==> config.mk <==
export PLATFORM = sky130hd
export DESIGN_NAME = mem_port_arbiter
export DESIGN_NICKNAME = d
export VERILOG_FILES = /design/src/rtl/mem_pkg.sv /design/src/rtl/rr_arbiter.sv /design/src/rtl/mem_port_arbiter.sv
export SDC_FILE = /design/constraint.sdc
export NUM_CORES = 1
export LEC_CHECK = 0
export CORE_AREA = 2 2 133 135
export DETAILED_ROUTE_END_ITERATION = 10
export DIE_AREA = 0 0 135 137
export HOLD_SLACK_MARGIN = 0.08
export SETUP_SLACK_MARGIN = 0.3
export SLEW_MARGIN = 20
export SYNTH_ARGS = -nofsm -noshare
export SYNTH_HDL_FRONTEND = slang
export SYNTH_HIERARCHICAL = 1
export SYNTH_SLANG_ARGS = --single-unit
==> constraint.sdc <==
create_clock -name clk -period 2.45 [get_ports clk]
set_input_delay 0.3675 -clock clk [delete_from_list [all_inputs] [get_ports clk]]
set_output_delay 0.3675 -clock clk [all_outputs]
set_load 0.05 [all_outputs]
==> src/rtl/mem_pkg.sv <==
// Shared types and constants for the packet-buffer SRAM arbiter.
// Holds block geometry, the read-return tag and the class-alternation helper.
package mem_pkg;

  localparam int ADDR_W     = 10;
  localparam int BLOCK_BITS = 32;
  localparam int RD_ID_W    = 4;

  typedef enum logic {
    CLS_WR = 1'b0,
    CLS_RD = 1'b1
  } cls_t;

  typedef struct packed {
    logic               valid;
    logic [RD_ID_W-1:0] id;
  } rd_tag_t;

  // With both classes pending, the class not granted last time wins.
  function automatic logic pick_write(input logic wr_any, input logic rd_any, input cls_t last_cls);
    if (wr_any && rd_any) begin
      return (last_cls == CLS_RD);
    end else begin
      return wr_any;
    end
  endfunction

endpackage

==> src/rtl/rr_arbiter.sv <==
// Round-robin picker: grants the first requester at or after the pointer
// when enabled, and advances the pointer past the winner on a grant.
module rr_arbiter #(
  parameter int N = 4
) (
  input  logic         clk,
  input  logic         rst_n,
  input  logic [N-1:0] req,
  input  logic         en,
  output logic [N-1:0] gnt
);

  localparam int PW = (N > 1) ? $clog2(N) : 1;

  logic [PW-1:0] ptr;
  logic [PW-1:0] ptr_nxt;
  logic [PW-1:0] win;
  logic [PW-1:0] idx_p;
  logic          found;
  logic [N-1:0]  one_hot;
  int            idx;

  always_comb begin
    win   = '0;
    found = 1'b0;
    idx   = 0;
    idx_p = '0;
    for (int i = 0; i < N; i++) begin
      idx = int'(ptr) + i;
      if (idx >= N) begin
        idx = idx - N;
      end else begin
        idx = idx;
      end
      idx_p = PW'(idx);
      if (!found && req[idx_p]) begin
        found = 1'b1;
        win   = idx_p;
      end else begin
        found = found;
      end
    end
  end

  always_comb begin
    one_hot      = '0;
    one_hot[win] = 1'b1;
    ptr_nxt      = (win == PW'(N - 1)) ? '0 : win + 1'b1;
  end

  assign gnt = (en && found) ? one_hot : '0;

  always_ff @(posedge clk or negedge rst_n) begin
    if (!rst_n) begin
      ptr <= '0;
    end else if (en && found) begin
      ptr <= ptr_nxt;
    end
  end

endmodule

==> src/rtl/mem_port_arbiter.sv <==
// Arbitrates write and read controllers onto one single-port SRAM and routes
// read data back in order. Optional grant/stall counters under MEM_ARB_STATS_EN.
module mem_port_arbiter
  import mem_pkg::*;
#(
  parameter int NUM_WR     = 4,
  parameter int NUM_RD     = 4,
  parameter int ADDR_W     = mem_pkg::ADDR_W,
  parameter int BLOCK_BITS = mem_pkg::BLOCK_BITS,
  parameter int RD_LAT     = 2
) (
  input  logic                         clk,
  input  logic                         rst_n,
  input  logic [NUM_WR-1:0]            wr_req_i,
  input  logic [NUM_WR*ADDR_W-1:0]     wr_addr_i,
  input  logic [NUM_WR*BLOCK_BITS-1:0] wr_data_i,
  output logic [NUM_WR-1:0]            wr_gnt_o,
  input  logic [NUM_RD-1:0]            rd_req_i,
  input  logic [NUM_RD*ADDR_W-1:0]     rd_addr_i,
  output logic [NUM_RD-1:0]            rd_gnt_o,
  output logic [NUM_RD-1:0]            rd_valid_o,
  output logic [BLOCK_BITS-1:0]        rd_data_o,
  input  logic                         mem_ready_i,
  output logic                         mem_en_o,
  output logic                         mem_we_o,
  output logic [ADDR_W-1:0]            mem_addr_o,
  output logic [BLOCK_BITS-1:0]        mem_wdata_o,
  input  logic [BLOCK_BITS-1:0]        mem_rdata_i
`ifdef MEM_ARB_STATS_EN
  ,
  input  logic                         stats_clr_i,
  output logic [31:0]                  wr_grants_o,
  output logic [31:0]                  rd_grants_o,
  output logic [31:0]                  stall_cycles_o
`endif
);

  logic                  wr_any;
  logic                  rd_any;
  logic                  sel_wr;
  logic                  wr_en;
  logic                  rd_en;
  cls_t                  last_cls;
  cls_t                  last_cls_nxt;
  logic [ADDR_W-1:0]     wsel_addr;
  logic [BLOCK_BITS-1:0] wsel_data;
  logic [ADDR_W-1:0]     rsel_addr;
  logic [RD_ID_W-1:0]    rsel_id;
  logic [RD_ID_W-1:0]    cmd_id;
  rd_tag_t               pipe [RD_LAT];
  rd_tag_t               tail;

  assign wr_any = |wr_req_i;
  assign rd_any = |rd_req_i;
  assign sel_wr = pick_write(wr_any, rd_any, last_cls);
  assign wr_en  = mem_ready_i && wr_any && sel_wr;
  assign rd_en  = mem_ready_i && rd_any && !sel_wr;

  rr_arbiter #(.N(NUM_WR)) u_wr_rr (
    .clk   (clk),
    .rst_n (rst_n),
    .req   (wr_req_i),
    .en    (wr_en),
    .gnt   (wr_gnt_o)
  );

  rr_arbiter #(.N(NUM_RD)) u_rd_rr (
    .clk   (clk),
    .rst_n (rst_n),
    .req   (rd_req_i),
    .en    (rd_en),
    .gnt   (rd_gnt_o)
  );

  always_ff @(posedge clk or negedge rst_n) begin
    if (!rst_n) begin
      last_cls <= CLS_RD;
    end else begin
      last_cls <= last_cls_nxt;
    end
  end

  always_comb begin
    last_cls_nxt = last_cls;
    if (|wr_gnt_o) begin
      last_cls_nxt = CLS_WR;
    end else if (|rd_gnt_o) begin
      last_cls_nxt = CLS_RD;
    end else begin
      last_cls_nxt = last_cls;
    end
  end

  // Grants are one-hot, so an AND-OR mux yields zero when nothing is granted.
  always_comb begin
    wsel_addr = '0;
    wsel_data = '0;
    rsel_addr = '0;
    rsel_id   = '0;
    for (int i = 0; i < NUM_WR; i++) begin
      wsel_addr = wsel_addr | (wr_addr_i[i*ADDR_W +: ADDR_W] & {ADDR_W{wr_gnt_o[i]}});
      wsel_data = wsel_data | (wr_data_i[i*BLOCK_BITS +: BLOCK_BITS] & {BLOCK_BITS{wr_gnt_o[i]}});
    end
    for (int i = 0; i < NUM_RD; i++) begin
      rsel_addr = rsel_addr | (rd_addr_i[i*ADDR_W +: ADDR_W] & {ADDR_W{rd_gnt_o[i]}});
      rsel_id   = rsel_id | (RD_ID_W'(i) & {RD_ID_W{rd_gnt_o[i]}});
    end
  end

  always_ff @(posedge clk or negedge rst_n) begin
    if (!rst_n) begin
      mem_en_o    <= 1'b0;
      mem_we_o    <= 1'b0;
      mem_addr_o  <= '0;
      mem_wdata_o <= '0;
      cmd_id      <= '0;
    end else begin
      mem_en_o    <= (|wr_gnt_o) | (|rd_gnt_o);
      mem_we_o    <= |wr_gnt_o;
      mem_addr_o  <= wsel_addr | rsel_addr;
      mem_wdata_o <= wsel_data;
      cmd_id      <= rsel_id;
    end
  end

  // Tag pipeline is loaded on the command cycle so its tail lines up with rdata.
  always_ff @(posedge clk or negedge rst_n) begin
    if (!rst_n) begin
      for (int s = 0; s < RD_LAT; s++) begin
        pipe[s] <= '0;
      end
    end else begin
      pipe[0] <= {mem_en_o & ~mem_we_o, cmd_id};
      for (int s = 1; s < RD_LAT; s++) begin
        pipe[s] <= pipe[s-1];
      end
    end
  end

  assign tail = pipe[RD_LAT-1];

  always_comb begin
    rd_valid_o = '0;
    for (int i = 0; i < NUM_RD; i++) begin
      rd_valid_o[i] = tail.valid && (tail.id == RD_ID_W'(i));
    end
    rd_data_o = tail.valid ? mem_rdata_i : '0;
  end

`ifdef MEM_ARB_STATS_EN
  logic pending;
  assign pending = wr_any | rd_any;

  always_ff @(posedge clk or negedge rst_n) begin
    if (!rst_n) begin
      wr_grants_o    <= 32'd0;
      rd_grants_o    <= 32'd0;
      stall_cycles_o <= 32'd0;
    end else if (stats_clr_i) begin
      wr_grants_o    <= 32'd0;
      rd_grants_o    <= 32'd0;
      stall_cycles_o <= 32'd0;
    end else begin
      if ((|wr_gnt_o) && (wr_grants_o != 32'hFFFF_FFFF)) wr_grants_o <= wr_grants_o + 32'd1;
      if ((|rd_gnt_o) && (rd_grants_o != 32'hFFFF_FFFF)) rd_grants_o <= rd_grants_o + 32'd1;
      if (pending && !mem_ready_i && (stall_cycles_o != 32'hFFFF_FFFF)) stall_cycles_o <= stall_cycles_o + 32'd1;
    end
  end
`endif

endmodule

After elaboration in Yosys (flattened, before gate mapping)
Index checks and enable logic that the tools add are counted.
{"block": "totals", "regBits": 57, "latch_bits": 0, "ramBits": 0, "romBits": 0, "input_bits": 251, "out_inout_bits": 88, "elab_cells": 164, "memories": 0}
{"block": "classes", "add_sub_neg": 16, "n_mul": 0, "div": 0, "magnitude_cmp": 20, "eq_ne": 5, "n_shift": 0, "n_mux": 52, "bitwise": 27, "reduce_logical": 32}
{"cell": "32-bit bitwise AND", "n": 4}
{"cell": "32-bit OR", "n": 3}
{"cell": "10-bit bitwise AND", "n": 8}
{"cell": "10-bit OR", "n": 7}
{"cell": "2-bit two-way mux", "n": 18}
{"cell": "32-bit two-way mux", "n": 1}
{"cell": "2-bit by 3-bit < comparator with 1-bit output, second input constant", "n": 10}
{"cell": "1-bit two-way mux", "n": 21}
{"cell": "1-bit logical AND", "n": 19}
{"cell": "3-bit >= comparator, second input constant", "n": 6}
{"cell": "1-bit binary-select mux with 2-bit select", "n": 8}
{"cell": "4-bit OR reduction", "n": 4}
{"cell": "2-bit by 1-bit subtractor with 2-bit output, second input constant", "n": 8}
{"cell": "2-bit by 2-bit adder with 3-bit output, second input constant", "n": 4}
{"cell": "2-bit == test, second input constant", "n": 4}
{"cell": "4-bit two-way mux", "n": 2}
{"cell": "1-bit zero test", "n": 7}
{"cell": "2-bit by 1-bit adder with 3-bit output, second input constant", "n": 2}
{"cell": "2-bit by 3-bit >= comparator with 1-bit output, second input constant", "n": 2}
{"cell": "2-bit by 1-bit adder with 2-bit output, second input constant", "n": 2}
{"cell": "1-bit demux with 2-bit select", "n": 2}
{"cell": "2-bit by 1-bit >= comparator with 1-bit output, second input constant", "n": 2}
{"cell": "4-bit zero test", "n": 1}
{"cell": "2-bit by 1-bit == test with 1-bit output, second input constant", "n": 1}
{"cell": "other kinds (6)", "n": 6}

Logic depth before layout (Yosys ltp)
Gate-level depths: netlist (run 1).
{"block": "depth", "ltp_word": 24, "mapped_depth": 10, "mapped_depth_nobuf": 7}

Cells and area by module
The synthesis (run 1) kept the hierarchy.
{"module": "mem_port_arbiter", "instances": 1, "cells_per_inst": 277, "area_each_um2": 2732.6}
{"module": "rr_arbiter", "instances": 2, "cells_per_inst": 27, "area_each_um2": 251.5}

Worst setup path after synthesis (run 1)
Ideal clock, no wire load.
{"block": "synth_timing", "path_type": "input to register", "startpoint": "input port wr_req_i[1]", "endpoint": "register mem_addr_o[3]", "setup_ps": 71, "t_arrival_ps": 2412, "required_time_ps": 2379, "setup_slack_ps": -33, "cell_stages": 7, "path_cell_list": "or4_4 a211oi_2 o41a_1 and2_1 clkbuf_1 a22oi_1 nand4_1"}
{"block": "synth_via", "elab_cells_between_ends": 53}
{"item": "start, declared", "line": "mem_port_arbiter.sv:14", "source": "input logic [NUM_WR-1:0] wr_req_i,"}
{"item": "4-bit OR reduction *", "line": "mem_port_arbiter.sv:53", "source": "assign wr_any = |wr_req_i;"}
{"item": "1-bit logical AND", "line": "mem_pkg.sv:21", "source": "if (wr_any && rd_any) begin"}
{"item": "1-bit two-way mux *", "line": "mem_pkg.sv:21"}
{"item": "1-bit zero test *", "line": "mem_port_arbiter.sv:57", "source": "assign rd_en = mem_ready_i && rd_any && !sel_wr;"}
{"item": "1-bit logical AND *", "line": "mem_port_arbiter.sv:57"}
{"item": "named net rd_en", "line": "mem_port_arbiter.sv:42", "source": "logic rd_en;"}
{"item": "1-bit logical AND *", "line": "rr_arbiter.sv:51", "source": "assign gnt = (en && found) ? one_hot : '0;"}
{"item": "4-bit two-way mux *", "line": "rr_arbiter.sv:51"}
{"item": "named net rd_gnt_o[2]", "line": "mem_port_arbiter.sv:20", "source": "output logic [NUM_RD-1:0] rd_gnt_o,"}
{"item": "10-bit bitwise AND *", "line": "mem_port_arbiter.sv:105", "source": "rsel_addr = rsel_addr | (rd_addr_i[i*ADDR_W +: ADDR_W] & {ADDR_W{rd_gnt_o[i]}});"}
{"item": "10-bit OR * (2 in a row)", "line": "mem_port_arbiter.sv:105"}
{"item": "10-bit OR *", "line": "mem_port_arbiter.sv:120", "source": "mem_addr_o <= wsel_addr | rsel_addr;"}
{"item": "end signal, assigned", "line": "mem_port_arbiter.sv:120"}
{"item": "end, declared", "line": "mem_port_arbiter.sv:26", "source": "output logic [ADDR_W-1:0] mem_addr_o,"}
The timed path passes the listed nets; every way through them passes the cells marked *. The select of a mux whose other input is x is not followed.
A chain may end at the register's enable or synchronous reset.

Worst setup path in the final report (run 1)
{"block": "layout_timing", "startpoint": "register u_wr_rr.ptr[1]", "endpoint": "output port wr_gnt_o[0]"}
{"block": "layout_via", "elab_chain_cells": 19, "elab_cells_between_ends": 44}
{"item": "start, declared", "line": "rr_arbiter.sv:15", "source": "logic [PW-1:0] ptr;"}
{"item": "start signal, assigned", "line": "rr_arbiter.sv:57", "source": "ptr <= ptr_nxt;"}
{"item": "parallel branches: the longest is 18 deep, another holds 2-bit by 1-bit adder with 3-bit output"}
{"item": "4-bit two-way mux *", "line": "rr_arbiter.sv:51"}
{"item": "end, declared", "line": "mem_port_arbiter.sv:17", "source": "output logic [NUM_WR-1:0] wr_gnt_o,"}
Every way passes the cells marked *. The select of a mux whose other input is x is not followed.

==> reports/summary.txt, run 1 <==
CP peak stage delay: 460 ps
Worst Tran Pin Value: 615.0 ps
Total grt overflow: 0
Die height: 137 um
RSZ-0062 raised after global routing: yes
Routed Antenna Nets: 0
EDFF count, synth: 0
Critical Path AT: 1930 ps
Max_cap viols: 0
Max Used Layer: met4
P&R area growth vs syn: 149.8%
Yosys top cell area share: 43.31%
M1 wire length: 6216 um
Worst vdd ir: 0.0004544 V
Latest clock arrival within the worst-skew pair: 330 ps
Die W: 135 um
Via count: 4377
Antenna violations before repair: 0
Cts bufs inserted: 9
Vias in the first global route: 4681
Count leader, synth: a22oi_1
Combinational family with the most area after synthesis: compound AO/OA/AOI/OAI gates
F_max: 435.3 MHz
Compound-cell area share of the yosys netlist: 29.62%
Yosys Warn Count: 6
R2R Setup Slk: 210 ps
Core footprint: 17060 um^2
Ys flop type: dfrtp_1
Final HPWL DP: 13690 um
Drt total wl: 17970 um
Initial core utilization: 18.97%
Area fraction in and, or, nand and nor cells after synthesis: 16.82%
Met2 WL: 9865 um
Largest net degree at the start of global routing: 37
Htree depth: 3
Iter 0 DRT Violations: 163
Slowest CP cell: dfrtp_2
Placed Instances: 892
TritonRoute pass-1 iters: 4
Total negative setup slack: 0 ps
Crit path max fanout: 5
Final worst path period share: 93.76%
Max-slew headroom: 59.00%
R2r worst-path depth: 10
Post-synthesis mux area share: 1.547%
PortBufs: 338
Antenna Cells: 0
Die Area: 18500 um^2
Outcome: finished, final reports clean
Synth Area in XOR/XNOR: 0%
Clock transition at path regs: 60 ps
Post-synth ARST share: 100.0%
Metal3 WL: 1610 um
Adder-Cell Fraction of Synth Area: 3.094%
Post-Route Skew: 8.305 ps
PwrDens: 866.0 nW/um^2
Synthesized area: 3236 um^2
Post-Layout Cell Count: 934
DR WL/cell: 19.24 um
Cells taking the most area after synthesis: dfrtp_1 43%, a22oi_1 24%, and2_1 7.7%
Yosys cell types: 33
Worst Hold Class: reg -> reg
Bufs on Longest Clock Path: 2
Worst setup SP type: register
Synth Register Bits: 57
Remaining design rule violation count: 0
Global-route wire length before repair: 25360 um
Syn Inst Count: 331
Layout cell share with drive strength beyond 1: 29.62%
Clock root cell: clkbuf_16
Crit Path Class: reg -> out
Std cell rows: 48
I/O Pins: 339
Final net count: 963
CTS tree: built
Leakage power: 3.375 nW
Critical Path RT: 2080 ps
Seq/Total Area, Yosys: 44.12%
Final hold slack: 352.2 ps
Endpoints failing hold: 0
Slew Limit Fails: 0
Syn Area/Cell: 9.775 um^2
GR Util All Layers: 18.19%
Critical Path Sink Type: output port
Minimum clock period: 2297 ps
CTS sink count: 57
GPL Wtd Cong: 0.7941
Synthesized net count: 590
Commonest cells in the netlist: 104 x a22oi_1, 56 x dfrtp_1, 40 x and2_1, 34 x nand2_1, 19 x clkbuf_1
Hold Crit Depth: 0
Post-synth top area cell: dfrtp_1
Vias/cell: 4.686
Cell chain of the critical path: a21bo_4, a221oi_4, inv_2, ha_2, and2_4, buf_12
Setup violators final: 0
power breakdown:
group          switching (mW)  total (mW)  internal [mW]
logic                    2.55        4.39           1.84
clock network           0.447        1.12          0.676
registers               0.207        1.49           1.28
total                    3.20        7.00           3.80
placed cells by master, fill, tap and decap left out, types with 5 or more instances in the layout:
cell type	n
a21oi_1	5
dfrtp_1	53
and2_1	32
clkbuf_16	10
buf_4	65
inv_1	8
nand2_1	34
clkdlybuf4s50_1	285
buf_12	17
a22oi_1	48
a22oi_2	56
nand4_1	10
buf_6	10
and2_4	8
kinds of logic after synthesis:
family          count (synthesis)
fa+ha+maj                       8
compound gates                125
simple gates                   99
mux                             4
flops                          57
buf+inv                        38
critical path: cells and delay by family, from the launching register on:
| kind | cells | cell delay [ps] |
|---|---|---|
| compound gates | 2 | 550 |
| fa+ha+maj | 1 | 190 |
| flops | 1 | 460 |
| buf+inv | 2 | 250 |
| simple gates | 1 | 150 |
timing repair:
| action | in CTS | in global routing |
|---|---|---|
| hold endpoints to repair | 24 | 0 |
| cloned | 2 | 1 |
| pin swaps | 25 | 12 |
| hold buffers | 1 | 0 |
| setup endpoints to repair | 55 | 55 |
| setup buffers | 20 | 2 |
| gates resized for setup | 61 | 62 |
final cells by class:
cell class,count,area (um^2)
Fill cell,1536,8975
Timing Repair Buffer,391,3979
Multi-Input combinational cell,236,2092
Sequential cell,57,1431
Tap cell,225,281.5
Clock buffer,10,229.0
Clock inverter,6,35.03
Inverter,9,33.78
sequential cells by signal, summed over array words and instances (netlist names):
signal,cells
mem_wdata_o,32
mem_addr_o,10
pipe,6
cmd_id,2
u_rd_rr/ptr,2
u_wr_rr/ptr,2
last_cls,1
mem_en_o,1
mem_we_o,1
worst paths after layout:
path                                       startpoint                        end
setup reg to reg           u_wr_rr/ptr[1]$_DFFE_PN0P_  mem_wdata_o[23]$_DFF_PN0_
max in group asynchronous                       rst_n       last_cls$_DFFE_PN1P_
setup / recovery           u_wr_rr/ptr[1]$_DFFE_PN0P_                wr_gnt_o[0]
min in group asynchronous                       rst_n   mem_wdata_o[1]$_DFF_PN0_
hold / removal                    cmd_id[0]$_DFF_PN0_          pipe[5]$_DFF_PN0_
hold reg to reg                   cmd_id[0]$_DFF_PN0_          pipe[5]$_DFF_PN0_
routing by layer:
metal  vias up  global-route usage [%]
met2       220                   35.28
met3        17                   6.111
met1      2143                   18.50
met5         -                       0
li1       1997                       -
met4         0                   4.977
through the flow:
step | setup slack [ps] | cell area, um^2 | total power [mW] | utilization, %
2_1_floorplan | 302.4 | 3344 | 3.796 | -
3_3_place_gp | -211.9 | 7094 | 5.378 | 41.59
3_5_place_dp | -219.7 | 7094 | 5.424 | 41.59
4_1_cts | 191.5 | 7780 | 6.872 | 45.61
5_1_grt | 107.0 | 8082 | 7.317 | 47.38
6_report | 152.9 | 8082 | 6.999 | 47.38
Note: power is estimated with default switching activity, not from simulation.
==> run 2: changes to the inputs <==
==> constraint.sdc (replaced) <==
create_clock -name clk -period 2.45 [get_ports clk]
set_input_delay 0.3675 -clock clk [delete_from_list [all_inputs] [get_ports clk]]
set_output_delay 0.3675 -clock clk [all_outputs]
set_load 0.01 [all_outputs]
==> run 2 against run 1 <==
Net effect: cell count decreased by 0.43%; setup slack better by 31 ps; die area is the same; hold slack got worse by 6.2 ps; global-route usage fell by 1.5 points; critical path depth increased by 1; first-iteration DRC count down 26%; clock power increased by 23%; largest cell class unchanged; highest routed layer unchanged.
==> reports/summary.txt, run 2 (same netlist as run 1, synthesis figures left out) <==
Largest net degree at the start of global routing: 36
Clock root cell: clkbuf_16
Critical Path RT: 2080 ps
Worst vdd ir: 0.0003892 V
Std cell rows: 48
GR Util All Layers: 16.73%
Bufs on Longest Clock Path: 2
Max-slew headroom: 61.35%
Antenna Cells: 0
Setup violators final: 0
Layout cell share with drive strength beyond 1: 20.85%
Leakage power: 3.266 nW
Die Area: 18500 um^2
R2R Setup Slk: 220 ps
Hold Crit Endpoint: pipe[1]$_DFF_PN0_
Htree depth: 3
Most flops, register: mem_wdata_o
GPL Wtd Cong: 1.020
Fill count: 1538
Final worst path period share: 92.50%
Minimum clock period: 2266 ps
Largest register FFs: 32
Final HPWL DP: 12940 um
Crit Path Class: reg -> out
Reg2reg start: u_wr_rr/ptr[1]$_DFFE_PN0P_
TritonRoute pass-1 iters: 5
Initial core utilization: 18.97%
Critical Path AT: 1900 ps
CTS tree: built
Max_cap viols: 0
P&R area growth vs syn: 144.9%
Outcome: finished, final reports clean
RSZ-0062 raised after global routing: yes
Multi-input combinational cell area: 2019 um^2
Crit path max fanout: 5
DR WL/cell: 18.30 um
Design area: 7924 um^2
Min-Delay Startpoint: pipe[6]$_DFF_PN0_
Total grt overflow: 0
Worst setup SP type: register
Commonest non-fill, non-tap cells in the layout: 321 x clkdlybuf4s50_1, 67 x a22oi_1, 53 x dfrtp_1
Reg2reg end: mem_wdata_o[10]$_DFF_PN0_
Hold Crit Depth: 0
PwrDens: 739.9 nW/um^2
Total negative setup slack: 0 ps
Die height: 137 um
Final net count: 959
Core footprint: 17060 um^2
Slew Limit Fails: 0
Global-route wire length before repair: 23560 um
CTS sink count: 57
Iter 0 DRT Violations: 120
Remaining design rule violation count: 0
Area post-placement: 7063 um^2
Latest clock arrival within the worst-skew pair: 330 ps
Worst Hold Class: reg -> reg
Vias in the first global route: 4374
Routed Antenna Nets: 0
Die W: 135 um
Reg area: 1431 um^2
Drt total wl: 17020 um
Post-Route Skew: 8.176 ps
PortBufs: 338
Critical Path Sink Type: output port
Most common cell after layout, fill and taps aside: clkdlybuf4s50_1
Antenna violations before repair: 0
Clock transition at path regs: 60 ps
Endpoints failing hold: 0
Power Total: 5.863 mW
Worst Tran Pin Value: 579.7 ps
Cts bufs inserted: 9
R2r worst-path depth: 11
I/O Pins: 339
Via count: 4299
Largest regs: mem_wdata_o (32), mem_addr_o (10), pipe (6)
Vias/cell: 4.623
F_max: 441.3 MHz
run 2: changes by cell type in the layout (fill, tap and decap cells not counted), sizes merged:
| cell | before | now |
|---|---|---|
| bufinv | 0 | 2 |
| clkdlybuf4s50 | 285 | 321 |
| clkinv | 4 | 3 |
| dlygate4sd2 | 2 | 4 |
| clkinvlp | 2 | 0 |
| clkbuf | 13 | 12 |
| buf | 99 | 59 |
run 2: metrics by stage:
step / worst slack (ps) / instances / utilization (%) / hold WS (ps)
floorplan: 299.4 / 331 / - / 71.91
global placement: -462.1 / 898 / 41.41 / 336.8
detailed placement: -463.4 / 898 / 41.41 / 335.5
CTS: 158.9 / 927 / 44.98 / 347.9
global route: 107.7 / 930 / 46.46 / 365.4
finish: 183.9 / 930 / 46.46 / 346.0
run 2: worst max path at each step:
stage	startpoint	end	slack (ps)
global placement	wr_req_i[1]	rd_gnt_o[3]	-460
CTS	u_wr_rr/ptr[1]$_DFFE_PN0P_	wr_gnt_o[1]	160
floorplan	u_wr_rr/ptr[1]$_DFFE_PN0P_	last_cls$_DFFE_PN1P_	300
finish	u_wr_rr/ptr[1]$_DFFE_PN0P_	wr_gnt_o[1]	180
global route	u_wr_rr/ptr[1]$_DFFE_PN0P_	wr_gnt_o[1]	110
detailed placement	wr_req_i[1]	rd_gnt_o[3]	-460
run 2: metal layers:
layer / vias to the layer above / GRT usage (%) / part of all wire [%]
met5: - / 0 / 0
met4: 0 / 6.771 / 3.1
met3: 44 / 4.815 / 8.2
met2: 234 / 29.44 / 51
met1: 2037 / 19.06 / 38
li1: 1984 / - / -
run 2: critical path, stage by stage (launching register included):
cell and delay (ps):
dfrtp_2 440, a21bo_4 230, a221oi_4 280, buf_4 170, buf_6 90, ha_4 110
and2_4 150, buf_6 100
run 2: layout make-up:
cell class | instances | area share (%)
clock inverters | 5 | 0.9948
inverters | 9 | 0.4263
multi-input cells | 236 | 25.49
clock buffers | 11 | 3.063
flip-flops and latches | 57 | 18.06
well taps | 225 | 3.553
repair buffers | 387 | 48.41
run 2: where the power goes:
group | total, mW | leakage [nW] | internal [mW] | switching [mW]
Clock | 1.38 | 0.159 | 0.916 | 0.467
Combinational | 3.04 | 2.36 | 1.78 | 1.26
Sequential | 1.44 | 0.748 | 1.28 | 0.160
run 2: repair_timing:
item,CTS,global route
pin swaps,16,14
setup buffers,12,2
resized for setup,105,41
gates cloned,0,1
hold buffers,1,0
endpoints found under the setup margin,75,53
endpoints found under the hold margin,22,0
==> run 3: changes to the inputs <==
- CTS_CLUSTER_SIZE: not set -> 24
- GPL_ROUTABILITY_DRIVEN: not set -> 0
- HOLD_SLACK_MARGIN: 0.08 -> 0.06
==> run 3 against run 2 <==
Net effect: flip-flop and latch count stayed put; hold slack better by 2.1 ps; highest routed layer unchanged; cell count is 0.43% higher; register-to-register slack worse by 30 ps; clock skew is 5.0 ps lower.
==> reports/summary.txt, run 3 (same netlist as run 1, synthesis figures left out) <==
Final worst path period share: 93.69%
Cts bufs inserted: 9
I/O Pins: 339
Vias in the first global route: 4335
CTS tree: built
Hold Crit Depth: 0
Worst Hold Class: reg -> reg
Critical Path RT: 2080 ps
Clock root cell: clkbuf_16
Std cell rows: 48
Via count: 4372
Leakage power: 3.322 nW
Worst Tran Pin Value: 574.4 ps
Post-Route Skew: 3.175 ps
Final net count: 963
PwrDens: 726.8 nW/um^2
Die height: 137 um
Reg2reg start: u_wr_rr/ptr[1]$_DFFE_PN0P_
PortBufs: 338
Power Total: 5.938 mW
Antenna Cells: 0
R2r worst-path depth: 11
Minimum clock period: 2295 ps
Most flops, register: mem_wdata_o
Worst setup SP type: register
F_max: 435.7 MHz
Worst Setup Slack, final: 154.6 ps
Largest net degree at the start of global routing: 36
TritonRoute pass-1 iters: 4
P&R area growth vs syn: 152.5%
Global-route wire length before repair: 23530 um
CP Launch Point: u_wr_rr/ptr[1]$_DFFE_PN0P_
Most common cell after layout, fill and taps aside: clkdlybuf4s50_1
Vias/cell: 4.681
DR WL/cell: 18.64 um
Final hold slack: 348.1 ps
GR Util met1: 19.12%
Min-Delay Startpoint: pipe[6]$_DFF_PN0_
Setup Slack @ Placement: -495.1 ps
RSZ-0062 raised after global routing: yes
Iter 0 DRT Violations: 207
GR Util All Layers: 16.72%
Max_cap viols: 0
GRT met2 Usage: 29.72%
Largest register FFs: 32
Latest clock arrival within the worst-skew pair: 330 ps
Max-slew headroom: 61.70%
Largest regs: mem_wdata_o (32), mem_addr_o (10), pipe (6)
Reg area: 1433 um^2
Routing usage on met3: 5.778%
Commonest non-fill, non-tap cells in the layout: 321 x clkdlybuf4s50_1, 56 x a22oi_1, 52 x dfrtp_1
Clock transition at path regs: 60 ps
Endpoints failing hold: 0
CTS sink count: 57
Crit Path Class: reg -> out
Final HPWL DP: 12750 um
Layout cell share with drive strength beyond 1: 23.70%
Drt total wl: 17410 um
Die Area: 18500 um^2
Total grt overflow: 0
Critical Path Sink Type: output port
Bufs on Longest Clock Path: 2
Worst vdd ir: 0.0004271 V
GR peak layer: met2
Initial core utilization: 18.97%
Total negative setup slack: 0 ps
Routed Antenna Nets: 0
Multi-input combinational cell area: 2079 um^2
Post-layout util: 47.90%
Crit path max fanout: 5
Antenna violations before repair: 0
Critical Path AT: 1930 ps
Slew Limit Fails: 0
Remaining design rule violation count: 0
Die W: 135 um
Fill count: 1537
Core footprint: 17060 um^2
Outcome: finished, final reports clean
Htree depth: 3
Setup violators final: 0
[run 3: cell types whose count changed in the layout (fill, tap and decap cells not counted), moves of 3 or more]
cell       previous run  this run
a22oi_1              67        56
a22oi_2              37        48
buf_12                3        10
buf_2                 5         2
buf_4                33        25
buf_6                16        19
clkbuf_16            10        14
[run 3: layout make-up]
class / instances / area share [%]
Timing Repair Buffer: 391 / 49.39
Multi-Input combinational cell: 236 / 25.45
Sequential cell: 57 / 17.53
Tap cell: 225 / 3.446
Clock buffer: 9 / 2.757
Clock inverter: 7 / 0.9801
Inverter: 9 / 0.4441
[run 3: repair_timing]
| item | in CTS | in global routing |
|---|---|---|
| buffers inserted | 10 | 4 |
| gates resized for setup | 105 | 76 |
| gates cloned | 0 | 6 |
| setup endpoints to repair | 74 | 73 |
| hold buffers | 1 | 0 |
| hold endpoints to repair | 22 | 0 |
| pin swaps | 14 | 16 |
[run 3: worst paths after layout]
| path | to | slack (ps) |
|---|---|---|
| worst min-delay path | pipe[1]$_DFF_PN0_ | 350 |
| worst max-delay path | wr_gnt_o[2] | 150 |
| worst min register to register | pipe[1]$_DFF_PN0_ | 350 |
| min in group asynchronous | u_wr_rr/ptr[0]$_DFFE_PN0P_ | 560 |
| max in group asynchronous | last_cls$_DFFE_PN1P_ | 1230 |
| worst max register to register | mem_wdata_o[21]$_DFF_PN0_ | 190 |
[run 3: where the power goes]
part	switching, mW	leakage [nW]	internal (mW)
clock network	0.501	0.142	0.795
logic	1.31	2.43	1.88
registers	0.165	0.747	1.28
[run 3: per-layer routing]
metal | vias to the layer above | share of wire (%)
li1 | 2000 | -
met1 | 2120 | 38
met2 | 226 | 51
met3 | 26 | 8.4
met4 | 0 | 1.7
met5 | - | 0
[run 3: worst max-delay path: stages, from the launching register on]
cell and delay (ps):
dfrtp_2 460, mux2i_4 210, a221oi_4 290, buf_6 150, inv_4 50, ha_4 150, and2_4 160, buf_6 120
[run 3: metrics by stage]
step / instances / instance area [um^2]
3_5_place_dp: 897 / 7068
5_1_grt: 934 / 8170
3_3_place_gp: 897 / 7068
4_1_cts: 924 / 7657
2_1_floorplan: 331 / 3252
6_report: 934 / 8170
